--- config.mk ---
export PLATFORM = sky130hd
export DESIGN_NAME = dcache_bank_arb
export DESIGN_NICKNAME = d
export VERILOG_FILES = /design/src/rtl/dcache_bank_arb.sv
export SDC_FILE = /design/constraint.sdc
export NUM_CORES = 1
export LEC_CHECK = 0
export CAP_MARGIN = 40
export CORE_MARGIN = 8
export CORE_UTILIZATION = 25
export DETAILED_ROUTE_END_ITERATION = 10
export GPL_ROUTABILITY_DRIVEN = 0
export PLACE_DENSITY_LB_ADDON = 0.15
export SETUP_SLACK_MARGIN = 0.05
export SLEW_MARGIN = 20
export SYNTH_ARGS = -nofsm -noshare
export SYNTH_HDL_FRONTEND = slang
export SYNTH_HIERARCHICAL = 1
export SYNTH_SLANG_ARGS = --single-unit
export TNS_END_PERCENT = 50
--- constraint.sdc ---
create_clock -name clk -period 8.6 [get_ports clk]
set_clock_uncertainty 0.15 [all_clocks]
set_input_delay 0.86 -clock clk [delete_from_list [all_inputs] [get_ports clk]]
set_output_delay 0.86 -clock clk [all_outputs]
set_load 0.02 [all_outputs]
--- src/rtl/dcache_bank_arb.sv ---
// dcache_bank_arb: N-bank data-cache SRAM front end.
//  port0 (RW) per bank: MC fill/writeback first, then the core write-queue head,
//  then a bypassing core store (only when the queue is empty).
//  port1 (RO) per bank: core loads.
//  Read data comes back through RD_LAT-deep registered bank-select pipes.
// Build option: define DCBANK_STARVE_GUARD_EN to let a queue head that has waited
//  STARVE_LIM cycles pre-empt the MC on its bank (MC sees OUT_mc_stall for that cycle).

// Per-bank port0 owner select and drive
module dcache_bank_port #(
  parameter int IDX_W  = 9,
  parameter int WM_W   = 4,
  parameter int DATA_W = 32
) (
  input  logic              mc_hit,
  input  logic              mc_nwe,
  input  logic [IDX_W-1:0]  mc_idx,
  input  logic [WM_W-1:0]   mc_wm,
  input  logic [DATA_W-1:0] mc_data,
  input  logic              hd_hit,
  input  logic [IDX_W-1:0]  hd_idx,
  input  logic [WM_W-1:0]   hd_wm,
  input  logic [DATA_W-1:0] hd_data,
  input  logic              by_hit,
  input  logic [IDX_W-1:0]  by_idx,
  input  logic [WM_W-1:0]   by_wm,
  input  logic [DATA_W-1:0] by_data,
  input  logic              starve,
  output logic              nce0,
  output logic              nwe0,
  output logic [IDX_W-1:0]  addr0,
  output logic [WM_W-1:0]   wm0,
  output logic [DATA_W-1:0] data0,
  output logic              gnt_hd,
  output logic              gnt_by,
  output logic              stall
);
  logic hd_force, gnt_mc;

  // an aged head takes the bank away from the MC
  assign hd_force = starve && hd_hit;
  assign stall    = hd_force && mc_hit;

  // Priority: forced head > MC > queue head > bypass store
  always_comb begin
    gnt_mc = 1'b0;
    gnt_hd = 1'b0;
    gnt_by = 1'b0;
    if (hd_force)    gnt_hd = 1'b1;
    else if (mc_hit) gnt_mc = 1'b1;
    else if (hd_hit) gnt_hd = 1'b1;
    else if (by_hit) gnt_by = 1'b1;
  end

  // Drive port0 from whichever requester won
  always_comb begin
    nce0  = 1'b1;
    nwe0  = 1'b1;
    addr0 = '0;
    wm0   = '0;
    data0 = '0;
    if (gnt_mc) begin
      nce0 = 1'b0; nwe0 = mc_nwe; addr0 = mc_idx; wm0 = mc_wm; data0 = mc_data;
    end else if (gnt_hd) begin
      nce0 = 1'b0; nwe0 = 1'b0; addr0 = hd_idx; wm0 = hd_wm; data0 = hd_data;
    end else if (gnt_by) begin
      nce0 = 1'b0; nwe0 = 1'b0; addr0 = by_idx; wm0 = by_wm; data0 = by_data;
    end
  end
endmodule

module dcache_bank_arb #(
  parameter int  NBANKS     = 2,
  parameter int  IDX_W      = 9,
  parameter int  DATA_W     = 32,
  parameter int  WQ_DEPTH   = 4,
  parameter int  RD_LAT     = 2,
  parameter int  STARVE_LIM = 8,
  localparam int BANK_W     = $clog2(NBANKS),
  localparam int ADDR_W     = BANK_W + IDX_W,
  localparam int WM_W       = DATA_W / 8
) (
  input  logic                           clk,
  input  logic                           rst,
  input  logic                           IN_mc_ce,
  input  logic                           IN_mc_we,
  input  logic [WM_W-1:0]                IN_mc_wm,
  input  logic [ADDR_W-1:0]              IN_mc_addr,
  input  logic [DATA_W-1:0]              IN_mc_data,
  output logic [DATA_W-1:0]              OUT_mc_data,
  output logic                           OUT_mc_rvalid,
  output logic                           OUT_mc_stall,
  input  logic                           IN_cw_valid,
  input  logic [WM_W-1:0]                IN_cw_wm,
  input  logic [ADDR_W-1:0]              IN_cw_addr,
  input  logic [DATA_W-1:0]              IN_cw_data,
  output logic                           OUT_cw_busy,
  input  logic                           IN_cr_en,
  input  logic [ADDR_W-1:0]              IN_cr_addr,
  output logic                           OUT_cr_busy,
  output logic [DATA_W-1:0]              OUT_cr_data,
  output logic                           OUT_cr_valid,
  output logic [NBANKS-1:0]              OUT_bank_nce0,
  output logic [NBANKS-1:0]              OUT_bank_nwe0,
  output logic [NBANKS-1:0][IDX_W-1:0]   OUT_bank_addr0,
  output logic [NBANKS-1:0][WM_W-1:0]    OUT_bank_wm0,
  output logic [NBANKS-1:0][DATA_W-1:0]  OUT_bank_data0,
  input  logic [NBANKS-1:0][DATA_W-1:0]  IN_bank_data0,
  output logic [NBANKS-1:0]              OUT_bank_nce1,
  output logic [NBANKS-1:0][IDX_W-1:0]   OUT_bank_addr1,
  input  logic [NBANKS-1:0][DATA_W-1:0]  IN_bank_data1
);
  localparam int CNT_W = $clog2(WQ_DEPTH + 1);

  typedef struct packed {
    logic [ADDR_W-1:0] addr;
    logic [WM_W-1:0]   wm;
    logic [DATA_W-1:0] data;
  } wreq_t;

  logic                     mc_req, mc_rd, mc_stall;
  logic                     cw_busy, cw_acc, deq, byp, enq;
  logic                     cr_req, cr_acc, cr_raw;
  logic                     hd_vld, starve;
  logic [BANK_W-1:0]        mc_bank, cw_bank, cr_bank, hd_bank;
  logic [NBANKS-1:0]        gnt_hd, gnt_by, stall_b;
  wreq_t                    cw_req;
  wreq_t                    q     [WQ_DEPTH];
  wreq_t                    q_nxt [WQ_DEPTH];
  logic [CNT_W-1:0]         count, count_nxt, wr_pos;
  logic [RD_LAT:1]              cr_vld_pipe, mc_vld_pipe;
  logic [RD_LAT:1][BANK_W-1:0]  cr_bsel_pipe, mc_bsel_pipe;

  // nothing is requested while reset is held, so every port idles at its reset value
  assign mc_req  = !IN_mc_ce && rst;
  assign cw_busy = (count == CNT_W'(WQ_DEPTH));
  assign cw_acc  = IN_cw_valid && !cw_busy && rst;
  assign cr_req  = IN_cr_en && rst;
  assign cr_acc  = cr_req && !cr_raw;

  assign mc_bank = IN_mc_addr[BANK_W-1:0];
  assign cw_bank = IN_cw_addr[BANK_W-1:0];
  assign cr_bank = IN_cr_addr[BANK_W-1:0];
  assign hd_bank = q[0].addr[BANK_W-1:0];
  assign hd_vld  = (count != '0);
  assign cw_req  = '{addr: IN_cw_addr, wm: IN_cw_wm, data: IN_cw_data};

  assign deq      = |gnt_hd;
  assign byp      = |gnt_by;
  assign enq      = cw_acc && !byp;
  assign mc_stall = |stall_b;
  assign mc_rd    = mc_req && IN_mc_we && !mc_stall;
  assign wr_pos   = count - CNT_W'(deq);
  assign count_nxt = count + CNT_W'(enq) - CNT_W'(deq);

  assign OUT_cw_busy  = cw_busy;
  assign OUT_cr_busy  = cr_req && cr_raw;
  assign OUT_mc_stall = mc_stall;

  // one port0 arbiter per bank, plus the load-port drive
  for (genvar b = 0; b < NBANKS; b++) begin : g_bank
    dcache_bank_port #(.IDX_W(IDX_W), .WM_W(WM_W), .DATA_W(DATA_W)) u_port (
      .mc_hit  (mc_req && (mc_bank == BANK_W'(b))),
      .mc_nwe  (IN_mc_we),
      .mc_idx  (IN_mc_addr[ADDR_W-1:BANK_W]),
      .mc_wm   (IN_mc_wm),
      .mc_data (IN_mc_data),
      .hd_hit  (hd_vld && (hd_bank == BANK_W'(b))),
      .hd_idx  (q[0].addr[ADDR_W-1:BANK_W]),
      .hd_wm   (q[0].wm),
      .hd_data (q[0].data),
      .by_hit  (cw_acc && !hd_vld && (cw_bank == BANK_W'(b))),
      .by_idx  (IN_cw_addr[ADDR_W-1:BANK_W]),
      .by_wm   (IN_cw_wm),
      .by_data (IN_cw_data),
      .starve  (starve),
      .nce0    (OUT_bank_nce0[b]),
      .nwe0    (OUT_bank_nwe0[b]),
      .addr0   (OUT_bank_addr0[b]),
      .wm0     (OUT_bank_wm0[b]),
      .data0   (OUT_bank_data0[b]),
      .gnt_hd  (gnt_hd[b]),
      .gnt_by  (gnt_by[b]),
      .stall   (stall_b[b])
    );
    assign OUT_bank_nce1[b]  = !(cr_acc && (cr_bank == BANK_W'(b)));
    assign OUT_bank_addr1[b] = IN_cr_addr[ADDR_W-1:BANK_W];
  end

  // Read-after-write guard: load blocked while its word sits in the queue or is being stored now
  always_comb begin
    cr_raw = cw_acc && (IN_cw_addr == IN_cr_addr);
    for (int i = 0; i < WQ_DEPTH; i++)
      if ((CNT_W'(i) < count) && (q[i].addr == IN_cr_addr)) cr_raw = 1'b1;
  end

  // Queue next state: shift out the head on dequeue, then write the new tail
  always_comb begin
    q_nxt = q;
    if (deq)
      for (int i = 0; i < WQ_DEPTH - 1; i++) q_nxt[i] = q[i + 1];
    for (int i = 0; i < WQ_DEPTH; i++)
      if (enq && (CNT_W'(i) == wr_pos)) q_nxt[i] = cw_req;
  end

  // Queue storage and occupancy
  always_ff @(posedge clk or negedge rst) begin
    if (!rst) begin
      for (int i = 0; i < WQ_DEPTH; i++) q[i] <= '0;
      count <= '0;
    end else begin
      q     <= q_nxt;
      count <= count_nxt;
    end
  end

`ifdef DCBANK_STARVE_GUARD_EN
  localparam int AGE_W = $clog2(STARVE_LIM + 1);
  logic [AGE_W-1:0] age;

  // Cycles the current head has waited; saturates at the limit
  always_ff @(posedge clk or negedge rst) begin
    if (!rst)                          age <= '0;
    else if (deq || !hd_vld)           age <= '0;
    else if (age != AGE_W'(STARVE_LIM)) age <= age + 1'b1;
  end

  assign starve = (age >= AGE_W'(STARVE_LIM));
`else
  assign starve = 1'b0;
`endif

  // Valid / bank-select pipes matched to SRAM read latency
  always_ff @(posedge clk or negedge rst) begin
    if (!rst) begin
      cr_vld_pipe  <= '0;
      cr_bsel_pipe <= '0;
      mc_vld_pipe  <= '0;
      mc_bsel_pipe <= '0;
    end else begin
      cr_vld_pipe[1]  <= cr_acc;
      cr_bsel_pipe[1] <= cr_bank;
      mc_vld_pipe[1]  <= mc_rd;
      mc_bsel_pipe[1] <= mc_bank;
      for (int s = 2; s <= RD_LAT; s++) begin
        cr_vld_pipe[s]  <= cr_vld_pipe[s-1];
        cr_bsel_pipe[s] <= cr_bsel_pipe[s-1];
        mc_vld_pipe[s]  <= mc_vld_pipe[s-1];
        mc_bsel_pipe[s] <= mc_bsel_pipe[s-1];
      end
    end
  end

  assign OUT_cr_valid  = cr_vld_pipe[RD_LAT];
  assign OUT_cr_data   = cr_vld_pipe[RD_LAT] ? IN_bank_data1[cr_bsel_pipe[RD_LAT]] : '0;
  assign OUT_mc_rvalid = mc_vld_pipe[RD_LAT];
  assign OUT_mc_data   = mc_vld_pipe[RD_LAT] ? IN_bank_data0[mc_bsel_pipe[RD_LAT]] : '0;
endmodule

==> summary.txt, run 1 <==
Placement
  – Port bufs: 417
  – Hpwl dp: 38.3 mm

Setup path
  – Flop-to-flop setup slack: about 3.8 ns
  – Worst Setup SP: rst
  – CP Capture Type: primary output
  – Reg-to-Reg End: q[84]$_DFFE_PN0P_
  – Worst setup path endpoint: OUT_bank_data0[34]
  – Critical path arrival: about 4.5 ns
  – Worst r2r path cells: 11
  – CP Launch Type: input pin
  – Worst endpoint required time: 7.59 ns
  – WS Path Type: input pin to primary output
  – Worst flop-to-flop path startpoint: count[1]$_DFF_PN0_
  – CP max FO: 138

Route
  – ANT nets after route: 0
  – Detailed Route Iter0 Violations: 699
  – Vias: 11200
  – Via density: 4.94
  – # DRC: 0
  – Drt pass-1 iters: 4
  – Routed len/inst: 23.6 um
  – Detailed-route wire length: 53.2 mm

Finish
  – Flip-flop and latch area: 4880 um^2
  – Area of the multi-input gates: 7300 um^2
  – Most common cell after layout, fill and taps aside: clkdlybuf4s50_1
  – Final #Nets: 1805
  – Fraction of layout cells with a size suffix above 1: 13.4%
  – Fillers: approximately 5100
  – Area delta synth->final: 40.0%
  – Commonest non-fill, non-tap cells in the layout: clkdlybuf4s50_1, mux2i_1, dfrtp_1, nand2_1, o21ai_0

Timing
  – Slew HR: -53.3%
  – Worst-margin pin slew: 2.29 ns
  – Pins Over Slew Limit: 96
  – Setup tns final: 0 ns
  – Hold Slack: 0.201 ns
  – Final Cycle Share: 63.5%
  – Hold Fails Final Rpt: 0
  – Period minus WS final: 5.46 ns
  – Fmax: around 0.18 GHz
  – RSZ-0062 raised after global routing: no
  – Setup violations, final: 0

CTS
  – Num CTS Buffers: 17
  – Worst-path clk slew: 0.08 ns
  – Hold-fix buffers, CTS: 0
  – Postcts setup bufs: 0
  – # H-tree levels: 4
  – CTS resizes: 0
  – Clk root buf: clkbuf_16
  – Worst skew pair latency: roughly 0.44 ns
  – CTS tree: done
  – Clock tree buffer depth: 2
  – CTS Sinks: 195

Outcome
  – Failing checks: slew limit
  – Status: finished, violations left

Min path
  – Worst Hold Depth: 0
  – Hold Path Class: flop to flop

Global routing
  – First-pass GRT wire length: between 80 and 90 mm
  – All-layer global routing usage: 17.3%
  – Number of global-route vias before repair: 11700
  – Largest net degree at the start of global routing: 139
  – Initial antenna violation count: 1
  – Remaining Overflow, GRT: 0

Yosys
  – Syn Std Cell Area: around 13000 um^2
  – Unique masters post-synth: 48
  – Seq/Total Area, Yosys: 37.6%
  – Mapped Avg Cell Area: 10.5 um^2
  – Yosys warnings: 6
  – Post-synth EDFFs: 0
  – Async SR Flop Fraction: 100%
  – Cells after Synth: around 1200
  – Number of synthesized register bits: 195
  – Synth Flop Type: dfrtp_1

Floorplan
  – DIE AREA: 59400 um^2
  – Initial core utilization: between 20 and 30%
  – Chip Height: around 240 um
  – Row count: 83
  – Die Wd: approximately 240 um
  – Ports: 419
  – Core ar.: 51300 um^2

Power
  – Leakage Power: 7.41 nW
  – Max VDD drop: ~0.21 mV
  – P per Cell Area: a little over 300 nW/um^2

Run
  – Max-cap viol count: 0
## cell usage after synthesis, types with 2 or more instances
library cell | n | area [um^2]
nor2_1 | 50 | 188
a221o_1 | 90 | 901
nand3b_1 | 2 | 15.0
buf_4 | 32 | 240
clkbuf_1 | 58 | 218
a31o_1 | 2 | 17.5
xor2_1 | 23 | 201
o221a_2 | 90 | 1010
and3_1 | 2 | 12.5
nor4_1 | 4 | 25.0
buf_1 | 6 | 22.5
mux2_2 | 6 | 67.6
xnor2_1 | 29 | 254
nand3_1 | 5 | 25.0
ha_1 | 7 | 87.6
inv_1 | 8 | 30.0
buf_6 | 11 | 124
clkbuf_2 | 6 | 30.0
mux2_4 | 40 | 601
buf_2 | 24 | 120
a21oi_1 | 47 | 235
nor3_1 | 8 | 40.0
nand4_1 | 7 | 43.8
a21boi_1 | 2 | 15.0
mux2i_1 | 202 | 2020
buf_12 | 4 | 80.1
nand2_1 | 98 | 368
o21ai_0 | 92 | 460
dfrtp_1 | 195 | 4880
nor2b_1 | 69 | 432
## worst max-delay path: stages
cell and delay (ns):
clkbuf_8 0.42, buf_12 0.54, nand3_1 0.19, nor2_1 0.16
nor2b_4 0.59, buf_4 0.47, a221o_1 0.22, o221a_2 0.20
clkdlybuf4s50_1 0.62
## metrics by stage
step	setup slack [ns]	power (mW)	utilization [%]	cells	area [um^2]
2_1_floorplan	4.54	3.64	-	1242	13000
3_3_place_gp	2.70	4.64	33.9	2213	17400
3_5_place_dp	2.91	4.71	34.2	2220	17500
4_1_cts	2.98	5.56	35.3	2252	18100
5_1_grt	2.80	5.92	35.4	2255	18200
6_report	3.14	5.54	35.4	2256	18200
## final cells by class
class / count / area share, %
multi-input cells: 897 / 40.2
flip-flops and latches: 195 / 26.9
repair buffers: 441 / 24.8
well taps: 680 / 4.69
clock buffers: 19 / 2.49
clock inverters: 13 / 0.779
inverters: 9 / 0.193
diodes: 2 / 0.0276
## state kept, by name, indices dropped and copies added, names as in the netlist
| signal | flops |
|---|---|
| hd_bank | 1 |
| mc_vld_pipe | 2 |
| q | 183 |
| cr_bsel_pipe | 2 |
| count | 3 |
| cr_vld_pipe | 2 |
| mc_bsel_pipe | 2 |
## cells by family (layout without fill, tap and decap cells)
| group | Yosys count | in the layout | share of synthesized area, % |
|---|---|---|---|
| flip-flops | 195 | 195 | 37.6 |
| buffers and inverters | 150 | 482 | 6.70 |
| adder cells (fa/ha/maj) | 8 | 8 | 0.830 |
| AO/OA/AOI/OAI | 326 | 326 | 20.6 |
| XOR/XNOR | 52 | 52 | 3.51 |
| other | 1 | 8 | 0.0289 |
| AND/OR/NAND/NOR | 257 | 257 | 9.96 |
| multiplexers | 248 | 248 | 20.7 |
## power by group
group	internal [mW]	switching [mW]	total, mW
combinational	1.51	1.48	2.99
sequential	1.34	0.383	1.73
clock	0.428	0.396	0.824
## per-layer routing
metal | routed length [um] | global-route usage [%]
met5 | 0 | 0
met4 | 800 | 3.61
met3 | 3440 | 4.34
met2 | 24900 | 28.8
met1 | 24100 | 22.4
## how the worst min path moves through the flow
stage	from	to	slack, ns
after floorplan	cr_bsel_pipe[0]$_DFF_PN0_	cr_bsel_pipe[1]$_DFF_PN0_	0.18
after global placement	cr_vld_pipe[1]$_DFF_PN0_	cr_vld_pipe[2]$_DFF_PN0_	0.18
after detailed placement	cr_bsel_pipe[0]$_DFF_PN0_	cr_bsel_pipe[1]$_DFF_PN0_	0.18
after CTS	cr_bsel_pipe[0]$_DFF_PN0_	cr_bsel_pipe[1]$_DFF_PN0_	0.20
after global routing	cr_bsel_pipe[0]$_DFF_PN0_	cr_bsel_pipe[1]$_DFF_PN0_	0.21
final	cr_bsel_pipe[0]$_DFF_PN0_	cr_bsel_pipe[1]$_DFF_PN0_	0.20
No activity file was read; power rests on OpenSTA's default activity.
==> inputs of run 2 (changes only) <==
- clock period: 8.6 -> 5.3 ns (I/O delays scaled with it)
==> run 2 against run 1 <==
The flow still finishes with violations (slew limit); global-route usage down 0.20 points; design area grew 0.17%; count of clock-buffer cells in the layout did not move; worst hold slack better by 0.0034 ns; sequential cell count unchanged; sequential share of layout area about the same; sequential power increased by 63%; largest cell class unchanged; largest power group unchanged.
==> summary.txt, run 2 (synthesized netlist as in run 1, its figures left out) <==
Setup path
  – Critical path arrival: 4.18 ns
  – CP Capture Type: primary output
  – WS Path Type: input pin to primary output
  – Flop-to-flop setup slack: around 1.2 ns
  – CP max FO: 50
  – Worst endpoint required time: between 4 and 5 ns
  – CP Launch Type: input pin

Timing
  – Pins Over Slew Limit: 96
  – Setup violations, final: 0
  – Final Cycle Share: 91.6%
  – Hold Fails Final Rpt: 0
  – RSZ-0062 raised after global routing: no
  – Fmax: 0.206 GHz
  – Period minus WS final: just under 5 ns
  – Setup ws final: 0.444 ns
  – Worst-margin pin slew: around 2.3 ns
  – Setup tns final: 0 ns
  – Slew HR: -53.7%

CTS
  – CTS tree: done
  – Postcts setup bufs: 0
  – CTS resizes: 0
  – CTS Sinks: 195
  – Hold-fix buffers, CTS: 1
  – Worst skew pair latency: 0.45 ns
  – Worst-path clk slew: around 0.07 ns
  – Clk root buf: clkbuf_16
  – # H-tree levels: 4
  – Num CTS Buffers: 17
  – Clock tree buffer depth: 2

Route
  – Drt pass-1 iters: 5
  – # DRC: 0
  – ANT nets after route: 0
  – Detailed-route wire length: 52.9 mm
  – Via density: roughly 5.0
  – Routed len/inst: 23.4 um
  – Vias: 11200
  – Detailed Route Iter0 Violations: ~600

Floorplan
  – Row count: a little over 80
  – Die Wd: 244 um
  – Core ar.: 51300 um^2
  – Ports: 419
  – Initial core utilization: 25.3%
  – Chip Height: roughly 240 um
  – DIE AREA: 59400 um^2

Placement
  – Pre-CTS WS: 1.04 ns
  – Port bufs: 417
  – Post-placement cell area: 17600 um^2
  – Hpwl dp: about 39 mm
  – # placed instances: 2226

Power
  – Leakage Power: between 7 and 8 nW
  – Max VDD drop: 0.253 mV
  – P per Cell Area: between 400 and 500 nW/um^2

Finish
  – Final #Nets: roughly 1800
  – Final core occ: between 30% and 40%
  – Largest register FFs: approximately 180
  – Final cell count without fillers: 2260
  – Antenna fix cells: 0
  – Reg with most FFs: q
  – Fillers: 5162
  – Commonest non-fill, non-tap cells in the layout: clkdlybuf4s50_1, mux2i_1, dfrtp_1, nand2_1, o21ai_0
  – Largest regs: q (183), count (3)
  – Fraction of layout cells with a size suffix above 1: 13.6%
  – Final instance area: 18200 um^2
  – Most common cell after layout, fill and taps aside: clkdlybuf4s50_1
  – Area delta synth->final: 40.3%

Global routing
  – Number of global-route vias before repair: 11500
  – First-pass GRT wire length: 78.3 mm
  – Remaining Overflow, GRT: 0
  – Initial antenna violation count: 1
  – All-layer global routing usage: 17.1%
  – Largest net degree at the start of global routing: 61

Outcome
  – Failing checks: slew limit
  – Status: finished, violations left

Run
  – Max-cap viol count: 0

Min path
  – Hold Path Class: flop to flop
[run 2: cell type report]
| type | count | area, um^2 | share of cell area (%) |
|---|---|---|---|
| multi-input combinational | 897 | 7300 | 40.1 |
| sequential | 195 | 4880 | 26.8 |
| timing repair buffer | 447 | 4560 | 25.0 |
| tap | 680 | 851 | 4.68 |
| clock buffer | 19 | 443 | 2.44 |
| clock inverter | 13 | 126 | 0.695 |
| inverter | 9 | 35.0 | 0.193 |
[run 2: metal layers]
layer  wire (um)  global-route usage [%]
met5          12                       0
met4        1230                    5.12
met3        3570                    4.27
met1       23100                    21.2
met2       25100                    28.9
[run 2: critical path, cell delays in order]
cell and delay [ns]:
dlygate4sd3_1 0.62, clkbuf_8 0.42, nor3b_2 0.28, buf_4 0.57, nand2_2 0.55, buf_12 0.34
o221a_2 0.26, clkdlybuf4s50_1 0.56
[run 2: path summary, 6_finish.rpt]
check                                                 end                       from  cells past startpoint
min in group asynchronous               q[74]$_DFFE_PN0P_                        rst                      2
worst min register to register  mc_bsel_pipe[1]$_DFF_PN0_  mc_bsel_pipe[0]$_DFF_PN0_                      0
worst max register to register         q[164]$_DFFE_PN0P_         count[1]$_DFF_PN0_                     11
worst min-delay path            mc_bsel_pipe[1]$_DFF_PN0_  mc_bsel_pipe[0]$_DFF_PN0_                      0
worst max-delay path                    OUT_bank_data0[2]                        rst                      8
max in group asynchronous                q[0]$_DFFE_PN0P_                        rst                      5
[run 2: stage by stage]
step                      hold WS, ns  total power, mW
after CTS                       0.208             8.95
after floorplan                0.0844             5.91
final                           0.205             8.91
after global routing            0.214             9.50
after global placement          0.182             7.55
after detailed placement        0.193             7.62
[run 2: power by group]
part           internal (mW)  leakage (nW)  switching, mW
Sequential              2.18          2.44          0.640
Clock                  0.670         0.273          0.619
Combinational           2.44          4.71           2.36
==> inputs of run 3 (changes only) <==
- SYNTH_HIERARCHICAL: 1 -> not set
==> run 3 against run 2 <==
The flow now finishes without violations; routed wire length decreased by 15%; critical path depth up 1; critical endpoint is now OUT_bank_data0[57]; utilization increased by 0.41 points; largest cell class unchanged; sequential share of layout area rose by 0.97 points.
==> summary.txt, run 3 <==
Run
  – Max-cap viol count: 0

Global routing
  – Number of global-route vias before repair: approximately 11000
  – All-layer global routing usage: 15.2%
  – Initial antenna violation count: 1
  – First-pass GRT wire length: 68.3 mm
  – Remaining Overflow, GRT: 0
  – Largest net degree at the start of global routing: 94

Timing
  – Pins Over Slew Limit: 0
  – Period minus WS final: 4.47 ns
  – Setup ws final: between 0.8 and 0.9 ns
  – Slew HR: 42.7%
  – Setup tns final: 0 ns
  – Fmax: approximately 0.22 GHz
  – RSZ-0062 raised after global routing: no
  – Setup violations, final: 0
  – Final Cycle Share: 84.4%
  – Worst-margin pin slew: 0.860 ns
  – Hold Fails Final Rpt: 0

Min path
  – Worst Hold Depth: 0
  – Hold Path Class: flop to flop
  – Min-delay src: mc_vld_pipe[1]$_DFF_PN0_
  – Worst Hold Path EP: mc_vld_pipe[2]$_DFF_PN0_

CTS
  – Worst skew pair latency: 0.45 ns
  – Num CTS Buffers: 17
  – Clock tree buffer depth: 2
  – CTS tree: done
  – Clk root buf: clkbuf_16
  – # H-tree levels: 4
  – Worst-path clk slew: roughly 0.070 ns
  – CTS resizes: 0
  – CTS Sinks: 195
  – Postcts setup bufs: 0

Route
  – # DRC: 0
  – Vias: 10600
  – Routed len/inst: 19.8 um
  – Drt pass-1 iters: 8
  – ANT nets after route: 0
  – Detailed Route Iter0 Violations: approximately 730
  – Detailed-route wire length: 45.2 mm
  – Via density: 4.65

Yosys
  – Commonest cells post-synth: mux2i_1, dfrtp_1, nand2_1, a21oi_1, nor2_1
  – Yosys top cell area share: 39.3%
  – Number of synthesized register bits: 195
  – Top post-synthesis cells by area: dfrtp_1, mux2i_1, mux2_4
  – Cells after Synth: 1276
  – Async SR Flop Fraction: 100%
  – Syn Std Cell Area: 12400 um^2
  – Yosys warnings: 0
  – Biggest area consumer among synthesized cells: dfrtp_1
  – Post-synth EDFFs: 0
  – Synth Flop Type: dfrtp_1
  – Seq/Total Area, Yosys: roughly 40%
  – Post-Syn Nets: 1520
  – Mapped Avg Cell Area: ~9.7 um^2
  – Most numerous cell in the Yosys netlist: mux2i_1
  – Unique masters post-synth: 51

Setup path
  – Reg-to-Reg End: q[112]$_DFFE_PN0P_
  – Worst endpoint required time: between 4 and 5 ns
  – CP Launch Type: input pin
  – Worst r2r path cells: 11
  – CP max FO: 48
  – Flop-to-flop setup slack: 1.36 ns
  – Critical path arrival: between 3 and 4 ns
  – CP Capture Type: primary output
  – Worst flop-to-flop path startpoint: count[2]$_DFF_PN0_
  – WS Path Type: input pin to primary output

Finish
  – Largest register FFs: 183
  – Most common cell after layout, fill and taps aside: clkdlybuf4s50_1
  – Fraction of layout cells with a size suffix above 1: around 7.3%
  – Reg with most FFs: q
  – Largest regs: q (183), count (3)
  – Commonest non-fill, non-tap cells in the layout: clkdlybuf4s50_1, mux2i_1, dfrtp_1, nand2_1, a21oi_1
  – Final #Nets: around 1800
  – Area delta synth->final: 41.5%

Placement
  – Pre-CTS WS: 0.997 ns
  – Port bufs: 417
  – Hpwl dp: 33.1 mm

Outcome
  – Status: finished, final reports clean

Floorplan
  – DIE AREA: 57000 um^2
  – Ports: 419
  – Die Wd: 239 um
  – Chip Height: 239 um
  – Initial core utilization: 25.3%
  – Row count: 81
  – Core ar.: 49000 um^2

Power
  – Max VDD drop: 0.382 mV
  – Switching share of power: 39.7%
  – Reg power frac: 32.7%
  – Leakage Power: 7.53 nW
  – P per Cell Area: 474 nW/um^2
  – Psw: 3.31 mW
  – Pint: 5.02 mW
  – Comb pwr share: 51.9%
  – Clock share of power: ~15%
## run 3: cell families after synthesis
logic type | count (synthesis) | share of synthesized area, %
and+or+nand+nor | 292 | 11.3
AOI/OAI and AO/OA | 286 | 14.6
muxes | 248 | 21.7
DFF | 195 | 39.3
buffers and inverters | 194 | 8.53
xor gates and xnor gates | 52 | 3.67
adders and majority gates | 8 | 0.867
other | 1 | 0.0302
## run 3: worst max-delay path, cell delays in order
cell and delay (ns):
dlygate4sd3_1 0.58, clkbuf_8 0.21, and3b_2 0.25, buf_4 0.34
nor4b_4 0.37, buf_4 0.48, a222oi_1 0.21, inv_1 0.10
clkdlybuf4s50_1 0.64
## run 3: worst max path at each step
| stage | from | end | slack [ns] | cells after the start |
|---|---|---|---|---|
| floorplan | IN_mc_ce | q[121]$_DFFE_PN0P_ | 1.64 | 16 |
| global placement | IN_cw_addr[0] | OUT_bank_addr0[0] | 1.05 | 6 |
| detailed placement | IN_mc_addr[0] | q[112]$_DFFE_PN0P_ | 1.0 | 12 |
| CTS | rst | OUT_bank_addr0[11] | 0.81 | 9 |
| global route | rst | OUT_bank_addr0[11] | 0.70 | 9 |
| finish | rst | OUT_bank_data0[57] | 0.83 | 9 |
## run 3: final cells by class
| type | count | area (um^2) |
|---|---|---|
| well taps | 664 | 831 |
| diodes | 1 | 2.50 |
| multi-input cells | 887 | 6530 |
| inverters | 53 | 199 |
| flip-flops and latches | 195 | 4880 |
| fillers | 5001 | 31400 |
| repair buffers | 446 | 4550 |
| clock buffers | 19 | 443 |
| clock inverters | 12 | 123 |
## run 3: through the flow
step           power [mW]  instances  instance area (um^2)  util [%]  hold WS (ns)
2_1_floorplan        5.61       1276                 12400         -        0.0844
3_3_place_gp         7.05       2236                 16800      34.3         0.181
6_report             8.33       2277                 17600      35.9         0.199
3_5_place_dp         7.13       2244                 17000      34.7         0.186
5_1_grt              8.92       2277                 17600      35.9         0.217
4_1_cts              8.46       2276                 17600      35.9         0.203
## run 3: power groups by stage
stage	sequential, mW	clock [mW]	combinational (mW)
2_1_floorplan	2.55	0	3.06
3_3_place_gp	2.74	0	4.31
3_5_place_dp	2.75	0	4.38
4_1_cts	2.73	1.34	4.39
5_1_grt	2.81	1.39	4.71
6_report	2.72	1.29	4.32
## run 3: what timing repair did
item                       CTS  global route
setup endpoints to repair    0             0
hold buffers                 1             0
hold endpoints to repair     7             0
## run 3: per-layer routing
| metal | vias to the layer above | track usage [%] | share of wire [%] |
|---|---|---|---|
| li1 | 5123 | - | - |
| met1 | 5067 | 19.1 | 44 |
| met2 | 359 | 25.2 | 46 |
| met3 | 34 | 4.36 | 7.3 |
| met4 | 0 | 4.56 | 2.1 |
| met5 | - | 0 | 0 |
